$ cat src/rtl/controle_partida_if.sv
// ---------------------------------------------------------------------------
// controle_partida_if
// Bundles the signals between the turn sequencer (controle_partida) and the
// rest of the Jogao da Velha board: button decoder, board datapath and
// display.
//
//   master : the turn sequencer. It reads the button and datapath flags and
//            drives the selection, strobes and status.
//   slave  : the surrounding logic (decoder + datapath + display).
//
// Signals (direction as seen from master):
//   iniciar          in   start / restart request
//   tem_jogada       in   one-cycle pulse, a button press is available
//   jogada[3:0]      in   index of pressed button (0-8 legal)
//   celula_ocupada   in   cell (macro_sel, micro_sel) already taken
//   macro_cheio      in   board macro_sel has no free cell
//   fim_jogo         in   win/draw detected after the last write
//   macro_sel[3:0]   out  current macro board index
//   micro_sel[3:0]   out  current micro cell index
//   jogador          out  player to move (0 = X, 1 = O)
//   escreve          out  one-cycle write strobe
//   zera_tabuleiro   out  one-cycle board clear
//   jogar_macro      out  waiting for a macro board choice
//   jogar_micro      out  waiting for a micro cell choice
//   jogada_invalida  out  one-cycle pulse on a rejected move
//   timeout          out  sticky move-timer expiry flag
//   pronto           out  game over
//   db_estado[3:0]   out  state code for the hex display
// ---------------------------------------------------------------------------
interface controle_partida_if;
    logic       iniciar;
    logic       tem_jogada;
    logic [3:0] jogada;
    logic       celula_ocupada;
    logic       macro_cheio;
    logic       fim_jogo;

    logic [3:0] macro_sel;
    logic [3:0] micro_sel;
    logic       jogador;
    logic       escreve;
    logic       zera_tabuleiro;
    logic       jogar_macro;
    logic       jogar_micro;
    logic       jogada_invalida;
    logic       timeout;
    logic       pronto;
    logic [3:0] db_estado;

    modport master (
        input  iniciar, tem_jogada, jogada, celula_ocupada, macro_cheio, fim_jogo,
        output macro_sel, micro_sel, jogador, escreve, zera_tabuleiro,
               jogar_macro, jogar_micro, jogada_invalida, timeout, pronto,
               db_estado
    );

    modport slave (
        output iniciar, tem_jogada, jogada, celula_ocupada, macro_cheio, fim_jogo,
        input  macro_sel, micro_sel, jogador, escreve, zera_tabuleiro,
               jogar_macro, jogar_micro, jogada_invalida, timeout, pronto,
               db_estado
    );
endinterface

$ cat src/rtl/controle_partida.sv
// ---------------------------------------------------------------------------
// controle_partida
// Turn sequencer for the Jogao da Velha (ultimate tic-tac-toe) board.
// It alternates the players, forces each move into the macro board that
// matches the previous micro cell (free choice when that board is full),
// rejects occupied cells and full boards, strobes the write, enforces a
// per-move time limit and stops when the datapath reports end of game.
//
// Parameters:
//   TIMEOUT_CICLOS  clock cycles allowed per move (>= 2)
//
// Ports:
//   clock  system clock, all state on the rising edge
//   reset  asynchronous, active-low
//   bus    controle_partida_if.master (see the interface for signal list)
//
// Every output is either a register or a pure decode of the state register,
// so nothing on the datapath side sees a combinational path from its own
// flags back to the controls.
// ---------------------------------------------------------------------------
module controle_partida #(
    parameter int TIMEOUT_CICLOS = 5000
) (
    input  logic               clock,
    input  logic               reset,
    controle_partida_if.master bus
);

    typedef enum logic [3:0] {
        INICIAL      = 4'h0,
        PREPARA      = 4'h1,
        ESPERA_MACRO = 4'h2,
        ESPERA_MICRO = 4'h3,
        VERIFICA     = 4'h4,
        ESCREVE      = 4'h5,
        VERIFICA_FIM = 4'h6,
        TROCA        = 4'h7,
        DECIDE       = 4'h8,
        FIM          = 4'hF
    } estado_t;

    localparam int TW = (TIMEOUT_CICLOS > 2) ? $clog2(TIMEOUT_CICLOS) : 1;
    // The timer reaches TIMEOUT_CICLOS-1 on the edge that leaves the last
    // allowed cycle, so expiry is detected while it still holds one less.
    localparam logic [TW-1:0] LIMITE = TW'(TIMEOUT_CICLOS - 2);

    estado_t       estado_q, estado_d;
    logic          forcado_q, forcado_d;   // DECIDE entered from TROCA
    logic [3:0]    macro_q, macro_d;
    logic [3:0]    micro_q, micro_d;
    logic          jogador_q, jogador_d;
    logic          timeout_q, timeout_d;
    logic          invalida_q, invalida_d;
    logic [TW-1:0] timer_q, timer_d;

    logic jogada_ok;
    logic expirou;

    assign jogada_ok = bus.tem_jogada && (bus.jogada <= 4'd8);
    assign expirou   = (timer_q == LIMITE);

    // NOTE: sequential state uses non-blocking assignments so every register
    // samples the values from before the edge, independent of block order.
    always_ff @(posedge clock or negedge reset) begin
        if (!reset) begin
            estado_q   <= INICIAL;
            forcado_q  <= 1'b0;
            macro_q    <= '0;
            micro_q    <= '0;
            jogador_q  <= 1'b0;
            timeout_q  <= 1'b0;
            invalida_q <= 1'b0;
            timer_q    <= '0;
        end else begin
            estado_q   <= estado_d;
            forcado_q  <= forcado_d;
            macro_q    <= macro_d;
            micro_q    <= micro_d;
            jogador_q  <= jogador_d;
            timeout_q  <= timeout_d;
            invalida_q <= invalida_d;
            timer_q    <= timer_d;
        end
    end

    // NOTE: every signal written here gets a default first, so no path
    // through the case statement can leave one unassigned and infer a latch.
    always_comb begin
        estado_d   = estado_q;
        forcado_d  = 1'b0;
        macro_d    = macro_q;
        micro_d    = micro_q;
        jogador_d  = jogador_q;
        timeout_d  = timeout_q;
        invalida_d = 1'b0;
        timer_d    = timer_q;

        unique case (estado_q)
            INICIAL: begin
                if (bus.iniciar) estado_d = PREPARA;
            end

            PREPARA: begin
                jogador_d = 1'b0;
                timeout_d = 1'b0;
                macro_d   = '0;
                micro_d   = '0;
                timer_d   = '0;
                estado_d  = ESPERA_MACRO;
            end

            // Expiry has priority over a press in the same cycle: the move
            // is discarded and the player on turn is the one who timed out.
            ESPERA_MACRO: begin
                if (expirou) begin
                    timeout_d = 1'b1;
                    estado_d  = FIM;
                end else begin
                    timer_d = timer_q + 1'b1;
                    if (jogada_ok) begin
                        macro_d  = bus.jogada;
                        estado_d = DECIDE;
                    end
                end
            end

            // Shared by a free macro choice and by the forced-board check
            // after TROCA; only a free choice of a full board is an error.
            DECIDE: begin
                if (bus.macro_cheio) begin
                    invalida_d = !forcado_q;
                    estado_d   = ESPERA_MACRO;
                end else begin
                    estado_d   = ESPERA_MICRO;
                end
            end

            ESPERA_MICRO: begin
                if (expirou) begin
                    timeout_d = 1'b1;
                    estado_d  = FIM;
                end else begin
                    timer_d = timer_q + 1'b1;
                    if (jogada_ok) begin
                        micro_d  = bus.jogada;
                        estado_d = VERIFICA;
                    end
                end
            end

            VERIFICA: begin
                if (bus.celula_ocupada) begin
                    invalida_d = 1'b1;
                    estado_d   = ESPERA_MICRO;
                end else begin
                    estado_d   = ESCREVE;
                end
            end

            ESCREVE: estado_d = VERIFICA_FIM;

            VERIFICA_FIM: begin
                estado_d = bus.fim_jogo ? FIM : TROCA;
            end

            // The cell just played names the opponent's board. The timer
            // restarts here so the next player gets a full move period.
            TROCA: begin
                jogador_d = ~jogador_q;
                macro_d   = micro_q;
                timer_d   = '0;
                forcado_d = 1'b1;
                estado_d  = DECIDE;
            end

            FIM: begin
                if (bus.iniciar) estado_d = PREPARA;
            end

            default: estado_d = INICIAL;
        endcase
    end

    assign bus.macro_sel       = macro_q;
    assign bus.micro_sel       = micro_q;
    assign bus.jogador         = jogador_q;
    assign bus.timeout         = timeout_q;
    assign bus.jogada_invalida = invalida_q;
    assign bus.escreve         = (estado_q == ESCREVE);
    assign bus.zera_tabuleiro  = (estado_q == PREPARA);
    assign bus.jogar_macro     = (estado_q == ESPERA_MACRO);
    assign bus.jogar_micro     = (estado_q == ESPERA_MICRO);
    assign bus.pronto          = (estado_q == FIM);
    assign bus.db_estado       = estado_q;

endmodule

$ cat src/flat_wrapper.sv
// flat-port wrapper written by rule: the top's interface ports become plain ports
module controle_partida_flat 
#(
    parameter int TIMEOUT_CICLOS = 5000
)
  (clock, reset, bus_iniciar, bus_tem_jogada, bus_jogada, bus_celula_ocupada, bus_macro_cheio, bus_fim_jogo, bus_macro_sel, bus_micro_sel, bus_jogador, bus_escreve, bus_zera_tabuleiro, bus_jogar_macro, bus_jogar_micro, bus_jogada_invalida, bus_timeout, bus_pronto, bus_db_estado);
  controle_partida_if bus_i ();
  input  logic clock;
  input  logic reset;
  input wire logic [$bits(bus_i.iniciar)-1:0] bus_iniciar;
  input wire logic [$bits(bus_i.tem_jogada)-1:0] bus_tem_jogada;
  input wire logic [$bits(bus_i.jogada)-1:0] bus_jogada;
  input wire logic [$bits(bus_i.celula_ocupada)-1:0] bus_celula_ocupada;
  input wire logic [$bits(bus_i.macro_cheio)-1:0] bus_macro_cheio;
  input wire logic [$bits(bus_i.fim_jogo)-1:0] bus_fim_jogo;
  output wire logic [$bits(bus_i.macro_sel)-1:0] bus_macro_sel;
  output wire logic [$bits(bus_i.micro_sel)-1:0] bus_micro_sel;
  output wire logic [$bits(bus_i.jogador)-1:0] bus_jogador;
  output wire logic [$bits(bus_i.escreve)-1:0] bus_escreve;
  output wire logic [$bits(bus_i.zera_tabuleiro)-1:0] bus_zera_tabuleiro;
  output wire logic [$bits(bus_i.jogar_macro)-1:0] bus_jogar_macro;
  output wire logic [$bits(bus_i.jogar_micro)-1:0] bus_jogar_micro;
  output wire logic [$bits(bus_i.jogada_invalida)-1:0] bus_jogada_invalida;
  output wire logic [$bits(bus_i.timeout)-1:0] bus_timeout;
  output wire logic [$bits(bus_i.pronto)-1:0] bus_pronto;
  output wire logic [$bits(bus_i.db_estado)-1:0] bus_db_estado;
  assign bus_i.iniciar = bus_iniciar;
  assign bus_i.tem_jogada = bus_tem_jogada;
  assign bus_i.jogada = bus_jogada;
  assign bus_i.celula_ocupada = bus_celula_ocupada;
  assign bus_i.macro_cheio = bus_macro_cheio;
  assign bus_i.fim_jogo = bus_fim_jogo;
  assign bus_macro_sel = bus_i.macro_sel;
  assign bus_micro_sel = bus_i.micro_sel;
  assign bus_jogador = bus_i.jogador;
  assign bus_escreve = bus_i.escreve;
  assign bus_zera_tabuleiro = bus_i.zera_tabuleiro;
  assign bus_jogar_macro = bus_i.jogar_macro;
  assign bus_jogar_micro = bus_i.jogar_micro;
  assign bus_jogada_invalida = bus_i.jogada_invalida;
  assign bus_timeout = bus_i.timeout;
  assign bus_pronto = bus_i.pronto;
  assign bus_db_estado = bus_i.db_estado;
  controle_partida #(.TIMEOUT_CICLOS(TIMEOUT_CICLOS)) u_core (.clock(clock), .reset(reset), .bus(bus_i));
endmodule
$ cat config.mk
export PLATFORM = sky130hd
export DESIGN_NAME = controle_partida_flat
export DESIGN_NICKNAME = d
export VERILOG_FILES = /design/src/rtl/controle_partida_if.sv /design/src/rtl/controle_partida.sv /design/src/flat_wrapper.sv
export SDC_FILE = /design/constraint.sdc
export NUM_CORES = 1
export LEC_CHECK = 0
export BUFFER_PORTS_ARGS = -buffer_cell sky130_fd_sc_hd__clkbuf_2
export CAP_MARGIN = 25
export CORE_UTILIZATION = 55
export CTS_CLUSTER_DIAMETER = 60
export DETAILED_ROUTE_END_ITERATION = 7
export PLACE_DENSITY = 0.87
export SYNTH_ARGS = -nofsm -noshare
export SYNTH_HDL_FRONTEND = slang
export SYNTH_SLANG_ARGS = --single-unit
$ cat constraint.sdc
create_clock -name clock -period 2.11 [get_ports clock]
set_input_delay 0.3165 -clock clock [delete_from_list [all_inputs] [get_ports clock]]
set_output_delay 0.3165 -clock clock [all_outputs]
set_load 0.005 [all_outputs]
; ---- After elaboration in Yosys (flattened, before gate mapping)
; Index checks and enable logic that the tools add are counted.
[op_classes]
addsub = 1
order_cmp = 1
eq_ne = 19
muxes = 22
bitwise = 1
reduce_logical = 16
[ops]
columns = cell, count
row1 = 4-bit one-hot mux with 9 select lines, 1
row2 = 4-bit two-way mux, 8
row3 = 13-bit one-hot mux with 2 select lines, 1
row4 = 4-bit by 3-bit equality test with 1-bit output (second input constant), 4
row5 = 13-bit by 1-bit adder with 13-bit output (second input constant), 1
row6 = 13-bit equality test (second input constant), 1
row7 = 13-bit two-way mux, 1
row8 = 4-bit one-hot mux with 3 select lines, 1
row9 = 3-bit AND reduction, 3
row10 = 4-bit by 2-bit equality test with 1-bit output (second input constant), 2
row11 = 4-bit equality test (second input constant), 2
row12 = 2-bit by 1-bit inequality test with 1-bit output (second input constant), 4
row13 = 4-bit one-hot mux with 2 select lines, 1
row14 = 2-bit nonzero test, 4
row15 = 2-bit inequality test (second input constant), 3
row16 = 3-bit by 1-bit inequality test with 1-bit output (second input constant), 2
row17 = 1-bit one-hot mux with 2 select lines, 3
row18 = 2-bit OR reduction, 3
row19 = 1-bit two-way mux, 5
row20 = 4-bit by 1-bit equality test with 1-bit output (second input constant), 1
row21 = 4-bit <= comparator (second input constant), 1
row22 = 4-bit zero test, 1
row23 = 2-bit AND reduction, 2
row24 = 3-bit two-way mux, 1
row25 = other kinds (4), 4
[word_totals]
register_bits = 29
input_bits = 11
out_inout_bits = 20
elab_cells = 68

; ---- Depth between registers and ports, before layout
; Gate-level depths: netlist (run 1).
[depth]
word_depth = 5
ltp_mapped = 7
mapped_depth_nobuf = 6

; ---- Worst setup path before layout (run 1)
; OpenSTA, ideal clock, no wires.
[synth_timing]
path_type = register -> register
start = register u_core.timer_q[0]
end = register u_core.macro_q[0] (netlist: u_core.bus.macro_sel[0])
setup_time_ns = 0.125
arrival_ns = 1.682
required_ns = 1.985
slack_ns = 0.303
path_stages_with_launch = 7
n_path_buf = 0
period_less_slack_ns = 1.807
path_cell_list = dfrtp_1 -> inv_1 -> ha_1 -> and4b_1 -> nand3_2 -> a31oi_2 -> mux2_2
[synth_via]
elab_chain_len = 3
[synth_lines]
columns = element, line_no
row1 = start: declaration, controle_partida.sv:54  ; logic [TW-1:0] timer_q, timer_d;
row2 = start signal: assignment, controle_partida.sv:82  ; timer_q <= timer_d;
row3 = 13-bit equality test, controle_partida.sv:60  ; assign expirou = (timer_q == LIMITE);
row4 = 2-bit inequality test (no line), --
row5 = 3-bit AND reduction (no line), --
row6 = end signal: assignment, controle_partida.sv:77  ; macro_q <= macro_d;
row7 = end: declaration, controle_partida.sv:49  ; logic [3:0] macro_q, macro_d;
; Every way passes these cells.
; A chain may end at the register's enable or synchronous reset.

; ---- Final worst setup path (run 1)
[layout_timing]
start = register u_core.timer_q[0]
end = register u_core.macro_q[3] (netlist: u_core.bus.macro_sel[3])
; Same word-level chain as after synthesis.

==> impl_metrics.csv, run 1 <==
group,metric,value,unit
logic_synthesis,netlist_area,1710,sq um
logic_synthesis,synth_area_leaders,"dfrtp_1 42%, mux2i_1 4.7%, xnor2_1 4.6%",
pwr,pwr-share-clk,14.6,%
route,drt_wl_total,3.73,mm
logic_synthesis,syn_inst,168,
logic_synthesis,synth_edf_count,0,
clock_network,cts_setup_buffers,0,
logic_synthesis,synth_ff_type,"dfrtp_1",
die,ios,31,
timing,period_share,92.2,%
timing,period_needed,1.95,ns
logic_synthesis,synth.top_cell.area_share,42.4,%
die,die_h,57.8,microns
global_route,grt-ovfl-total,0,
global_route,grt_max_degree,30,
timing,finClkSkew,0.00624,ns
clock_network,ctsLongestPathBuffers,2,
die,die_area,3340,sq um
route,drtIter0Drc,62,
status,outcome,"complete, no violations",
timing,finalSetupTns,0,ns
die,start_util,60.0,%
clock_network,clk_pin_slew,0.10,ns
finish,multiInputGateArea,892,sq um
route,drtPass1Iterations,4,
logic_synthesis,ys_top_cells_by_count,"29 x dfrtp_1, 15 x nand2_1, 13 x nor2_1, 12 x inv_1, 9 x xnor2_1",
logic_synthesis,synth_seq_cells,29,
logic_synthesis,synth_nets,181,
logic_synthesis,async_reset_ff_share,100,%
global_route,grt_pass1_vias,1374,
pwr,seq_power_share,35.1,%
timing,fmax,514,MHz
placement,placed_cells,228,
worst_setup_path,cp-end-kind,"flip-flop",
timing,setup_violations,0,
pwr,p_sw,0.946,mW
clock_network,cts_tree,"yes",
pwr,ir_drop,0.675,mV
worst_setup_path,crit_type,"reg2reg",
finish,fillers,222,
finish,area_growth,14.6,%
logic_synthesis,yosysWarnings,0,
die,design.core.area,2850,sq um
pwr,p_leak,0.947,nW
finish,seqCellArea,726,sq um
global_route,track_usage,25.2,%
pwr,power_density,1150,nW/um^2
worst_setup_path,critPathRequiredTime,2.33,ns
worst_setup_path,startpoint_type,"flip-flop",
pwr,internal-power,1.31,mW
route,routedWlPerCell,15.8,microns
route,antenna_left,0,
worst_setup_path,reg2reg_slack,0.16,ns
die,die_w,57.8,microns
global_route,antenna_found_initial,0,
worst_setup_path,crit_fanout,4,
die,row_count,19,
route,via_count,1420,
worst_setup_path,reg2reg_from,"u_core.timer_q[0]",
route,vias_per_cell,6.02,
finish,stdcell_count,236,
placement,dp.final_hpwl,2.74,mm
flow_run,maxCapViolCount,0,
timing,slew_headroom,52.8,%
pwr,combPwrFrac,50.3,%
timing,tightest_slew,0.707,ns
timing,hold_slack,0.0113,ns
logic_synthesis,ys_seq_area_share,42.4,%
worst_setup_path,reg2reg_to,"u_core.bus.macro_sel[3]",
placement,numPortBuffers,30,
worst_setup_path,crit_path_cell_trace,"inv_1 > ha_1 > and4b_1 > nand3_2 > a31oi_2 > mux2_2",
logic_synthesis,synth.most_common_cell,"dfrtp_1",
clock_network,htree_levels,2,
logic_synthesis,synth_top_cell_by_area,"dfrtp_1",
worst_setup_path,crit_end,"u_core.bus.macro_sel[3]",
timing,hold_viol,0,
worst_setup_path,cp-startpoint,"u_core.timer_q[0]",
worst_setup_path,cpMaxStageDelayCell,"dfrtp_1",
global_route,grt_pass1_wl,6.38,mm
logic_synthesis,synth_cell_types,45,
clock_network,clock-root-buffer,"clkbuf_4",
clock_network,cts_sinks,29,
placement,place_congestion,0.873,
finish,antenna_cells,0,
worst_setup_path,reg2reg_depth,6,
timing,rsz0062_at_grt,"false",
clock_network,numCtsBuffers,5,
finish,final_nets,217,
timing,slew_viol_final,0,
worst_setup_path,slowest_delay,0.42,ns
finish,layout-drive-gt1-share,29.8,%
clock_network,clk_latency,0.33,ns
worst_setup_path,worstPathArrival,2.17,ns
pwr,power_switching_share,41.9,%
route,drc,0,
logic_synthesis,synth_area_per_cell,10.2,sq um
clock_network,ctsHoldBuffers,0,
worst_hold_path,hp-class,"in2async",
-- layout make-up --
class	count	share of cell area (%)
Multi-Input combinational cell	118	45.4
Sequential cell	29	37.0
Timing Repair Buffer	38	10.7
Inverter	12	2.29
Clock buffer	6	2.10
Tap cell	31	1.98
Clock inverter	2	0.510
-- per-layer routing --
metal	up-vias	track usage, %	share of wire, %
li1	681	-	-
met1	683	33.4	45
met2	49	40.4	48
met3	7	6.25	4.7
met4	0	9.18	2.0
met5	-	0	0
-- placed cells by master (no fill, tap or decap), types with 2 or more instances in the layout --
master	n
nand2_1	15
a31oi_2	2
and3_1	2
nor3_1	8
ha_1	2
clkinv_2	2
dfrtp_1	29
a21oi_1	6
nor4_4	2
clkbuf_4	5
o21ai_0	2
nor4b_4	2
mux2i_1	8
xnor2_1	9
nor4_1	3
mux2_2	4
nand3_1	5
nand4_1	5
buf_4	8
nor2_1	13
a22o_1	4
clkbuf_2	30
inv_1	12
o2bb2ai_1	3
-- stage by stage --
| step | cell area [sq um] | util, % | total power, mW | worst slack, ns |
|---|---|---|---|---|
| 2_1_floorplan | 1710 | - | 1.60 | 0.303 |
| 3_3_place_gp | 1910 | 66.8 | 1.85 | 0.296 |
| 3_5_place_dp | 1910 | 66.8 | 1.91 | 0.194 |
| 4_1_cts | 1960 | 68.6 | 2.24 | 0.0111 |
| 5_1_grt | 1960 | 68.8 | 2.40 | 0.0632 |
| 6_report | 1960 | 68.8 | 2.26 | 0.164 |
-- logic make-up (layout without fill, tap and decap cells) --
kind of cell               Yosys count  count (layout)  synth area share (%)
xor gates and xnor gates             9               9                  4.60
muxes                               13              13                  8.18
buffers and inverters               21              58                  5.92
adders and majority gates            2               2                  1.46
and+or+nand+nor                     65              65                  23.6
AOI/OAI and AO/OA                   29              29                  13.9
DFF                                 29              29                  42.4
-- worst min path at each step --
stage,to,slack [ns],depth (start not counted)
4_1_cts,u_core.timer_q[2],0.05,1
6_report,u_core.bus.jogada_invalida,0.01,1
3_5_place_dp,u_core.bus.jogada_invalida,0.40,1
2_1_floorplan,u_core.bus.db_estado[0],0.02,0
5_1_grt,u_core.bus.jogada_invalida,0.08,1
3_3_place_gp,u_core.bus.jogada_invalida,0.39,1
-- power by group through the flow --
stage	Sequential [mW]	Combinational [mW]	Clock, mW
2_1_floorplan	0.800	0.798	0
3_3_place_gp	0.791	1.06	0
3_5_place_dp	0.805	1.11	0
4_1_cts	0.794	1.11	0.329
5_1_grt	0.812	1.23	0.354
6_report	0.794	1.14	0.329
-- worst max-delay path, delay by kind of cell, from the launching register on --
kind            cells  cell delay (ns)
compound gates      1             0.33
fa+ha+maj           1             0.15
buf+inv             1             0.11
flops               1             0.42
mux                 1             0.38
simple gates        2             0.44
-- registers in the layout, summed over array words and instances (netlist names) --
| name | flops |
|---|---|
| u_core.timer_q | 13 |
| u_core.bus.db_estado | 4 |
| u_core.bus.macro_sel | 4 |
| u_core.bus.micro_sel | 4 |
| u_core.bus.jogada_invalida | 1 |
| u_core.bus.jogador | 1 |
| u_core.bus.timeout | 1 |
| u_core.forcado_q | 1 |
-- timing repair --
item                                    CTS  global route
endpoints found under the setup margin    0             1
resized for setup                         0             1
endpoints found under the hold margin     0             0
Power figures use the tool's default switching activity.
==> inputs of run 2 (changes only) <==
--- a/config.mk
+++ b/config.mk
@@ -8,9 +8,9 @@
 export BUFFER_PORTS_ARGS = -buffer_cell sky130_fd_sc_hd__clkbuf_2
 export CAP_MARGIN = 25
 export CORE_UTILIZATION = 55
-export CTS_CLUSTER_DIAMETER = 60
 export DETAILED_ROUTE_END_ITERATION = 7
 export PLACE_DENSITY = 0.87
+export SETUP_SLACK_MARGIN = 0.4
 export SYNTH_ARGS = -nofsm -noshare
 export SYNTH_HDL_FRONTEND = slang
 export SYNTH_SLANG_ARGS = --single-unit
==> impl_metrics.csv, run 2 (same netlist as run 1, synthesis figures left out) <==
group,metric,value,unit
timing,finalSetupTns,0,ns
finish,layout-drive-gt1-share,45.5,%
finish,final_nets,245,
worst_setup_path,crit_fanout,5,
die,row_count,19,
placement,place_congestion,0.889,
worst_setup_path,critPathRequiredTime,2.41,ns
placement,numPortBuffers,30,
route,drc,0,
finish,top_register,"u_core.timer_q",
timing,setup_violations,0,
clock_network,cts_sinks,29,
global_route,grt_pass1_vias,1522,
pwr,ir_drop,0.871,mV
die,die_w,57.8,microns
route,antenna_left,0,
finish,antenna_cells,0,
global_route,track_usage,29.0,%
timing,tightest_slew,0.731,ns
finish,multiInputGateArea,1030,sq um
status,outcome,"complete, no violations",
route,routedWlPerCell,21.4,microns
route,vias_per_cell,6.50,
finish,fillers,160,
worst_setup_path,reg2reg_to,"u_core.bus.db_estado[3]",
global_route,grt_pass1_wl,7.20,mm
clock_network,ctsLongestPathBuffers,2,
clock_network,htree_levels,2,
worst_setup_path,startpoint_type,"flip-flop",
route,via_count,1717,
timing,slew_viol_final,0,
clock_network,clk_latency,0.35,ns
finish,largest_reg_flops,13,
finish,seqCellArea,728,sq um
timing,rsz0062_at_grt,"true",
timing,finClkSkew,0.0147,ns
die,start_util,60.0,%
die,die_area,3340,sq um
worst_setup_path,cp-end-kind,"flip-flop",
worst_setup_path,reg2reg_slack,0.20,ns
finish,area_growth,39.4,%
clock_network,clk_pin_slew,0.11,ns
timing,period_share,90.4,%
worst_setup_path,reg2reg_from,"u_core.timer_q[0]",
clock_network,cts_tree,"yes",
pwr,p_leak,1.14,nW
route,drt_wl_total,5.65,mm
global_route,antenna_found_initial,0,
worst_setup_path,worstPathArrival,2.20,ns
global_route,grt-ovfl-total,0,
pwr,power_density,1320,nW/um^2
worst_setup_path,reg2reg_depth,7,
clock_network,numCtsBuffers,5,
placement,dp.final_hpwl,2.68,mm
flow_run,maxCapViolCount,0,
clock_network,ctsHoldBuffers,0,
clock_network,clock-root-buffer,"clkbuf_4",
route,drtIter0Drc,190,
timing,fmax,524,MHz
worst_hold_path,hp-class,"in2async",
global_route,grt_max_degree,30,
timing,slew_headroom,51.3,%
timing,period_needed,1.91,ns
timing,hold_viol,0,
worst_setup_path,crit_type,"reg2reg",
finish,mostFrequentLayoutCells,"28 x clkbuf_2, 27 x dfrtp_1, 24 x buf_4",
die,design.core.area,2850,sq um
die,die_h,57.8,microns
route,drtPass1Iterations,5,
die,ios,31,
pwr,power,3.15,mW
finish,layout_commonest_cell,"clkbuf_2",
[run 2: layer usage]
layer	routed length, microns	global-route usage (%)	vias up
li1	-	-	736
met1	2090	36.8	827
met2	2760	47.6	124
met3	480	6.92	30
met4	323	11.9	0
met5	0	0	-
[run 2: cell type report]
class	instances	area share (%)
multi-input combinational	118	43.0
sequential	29	30.5
timing repair buffer	66	19.5
clock inverter	3	1.94
inverter	12	1.89
tap	31	1.62
clock buffer	5	1.57
[run 2: worst max path at each step]
stage | from | endpoint
after floorplan | u_core.bus.db_estado[2] | u_core.bus.db_estado[3]
after global placement | u_core.bus.db_estado[3] | u_core.bus.db_estado[3]
after detailed placement | u_core.bus.db_estado[3] | u_core.bus.db_estado[3]
after CTS | u_core.bus.db_estado[0] | bus_zera_tabuleiro
after global routing | u_core.timer_q[0] | u_core.bus.db_estado[3]
final | u_core.timer_q[0] | u_core.bus.db_estado[3]
[run 2: power by group]
part | internal, mW | leakage, nW | switching [mW] | total, mW
clock network | 0.251 | 0.0414 | 0.227 | 0.477
logic | 0.913 | 0.703 | 0.930 | 1.84
registers | 0.683 | 0.391 | 0.144 | 0.827
[run 2: stage by stage]
stage	area (sq um)	hold slack [ns]	setup WS, ns	util [%]	instances
2_1_floorplan	1730	0.0209	0.334	-	168
3_3_place_gp	1920	0.390	0.301	67.4	228
3_5_place_dp	1920	0.409	0.233	67.4	228
4_1_cts	2180	0.0259	0.262	76.5	254
5_1_grt	2390	0.0653	0.202	83.7	264
6_report	2390	0.00544	0.203	83.7	264
[run 2: what timing repair did]
item | in CTS | in global routing
resized for setup | 11 | 29
hold endpoints to repair | 0 | 0
endpoints found under the setup margin | 20 | 22
setup buffers | 18 | 10
pin swaps | 5 | 11
[run 2: worst max-delay path: stages, from the launching register on]
cell	delay, ns
dfrtp_1	0.44
inv_2	0.14
ha_4	0.14
and4b_2	0.31
nand3_4	0.14
buf_6	0.17
a311oi_2	0.31
mux2_4	0.20
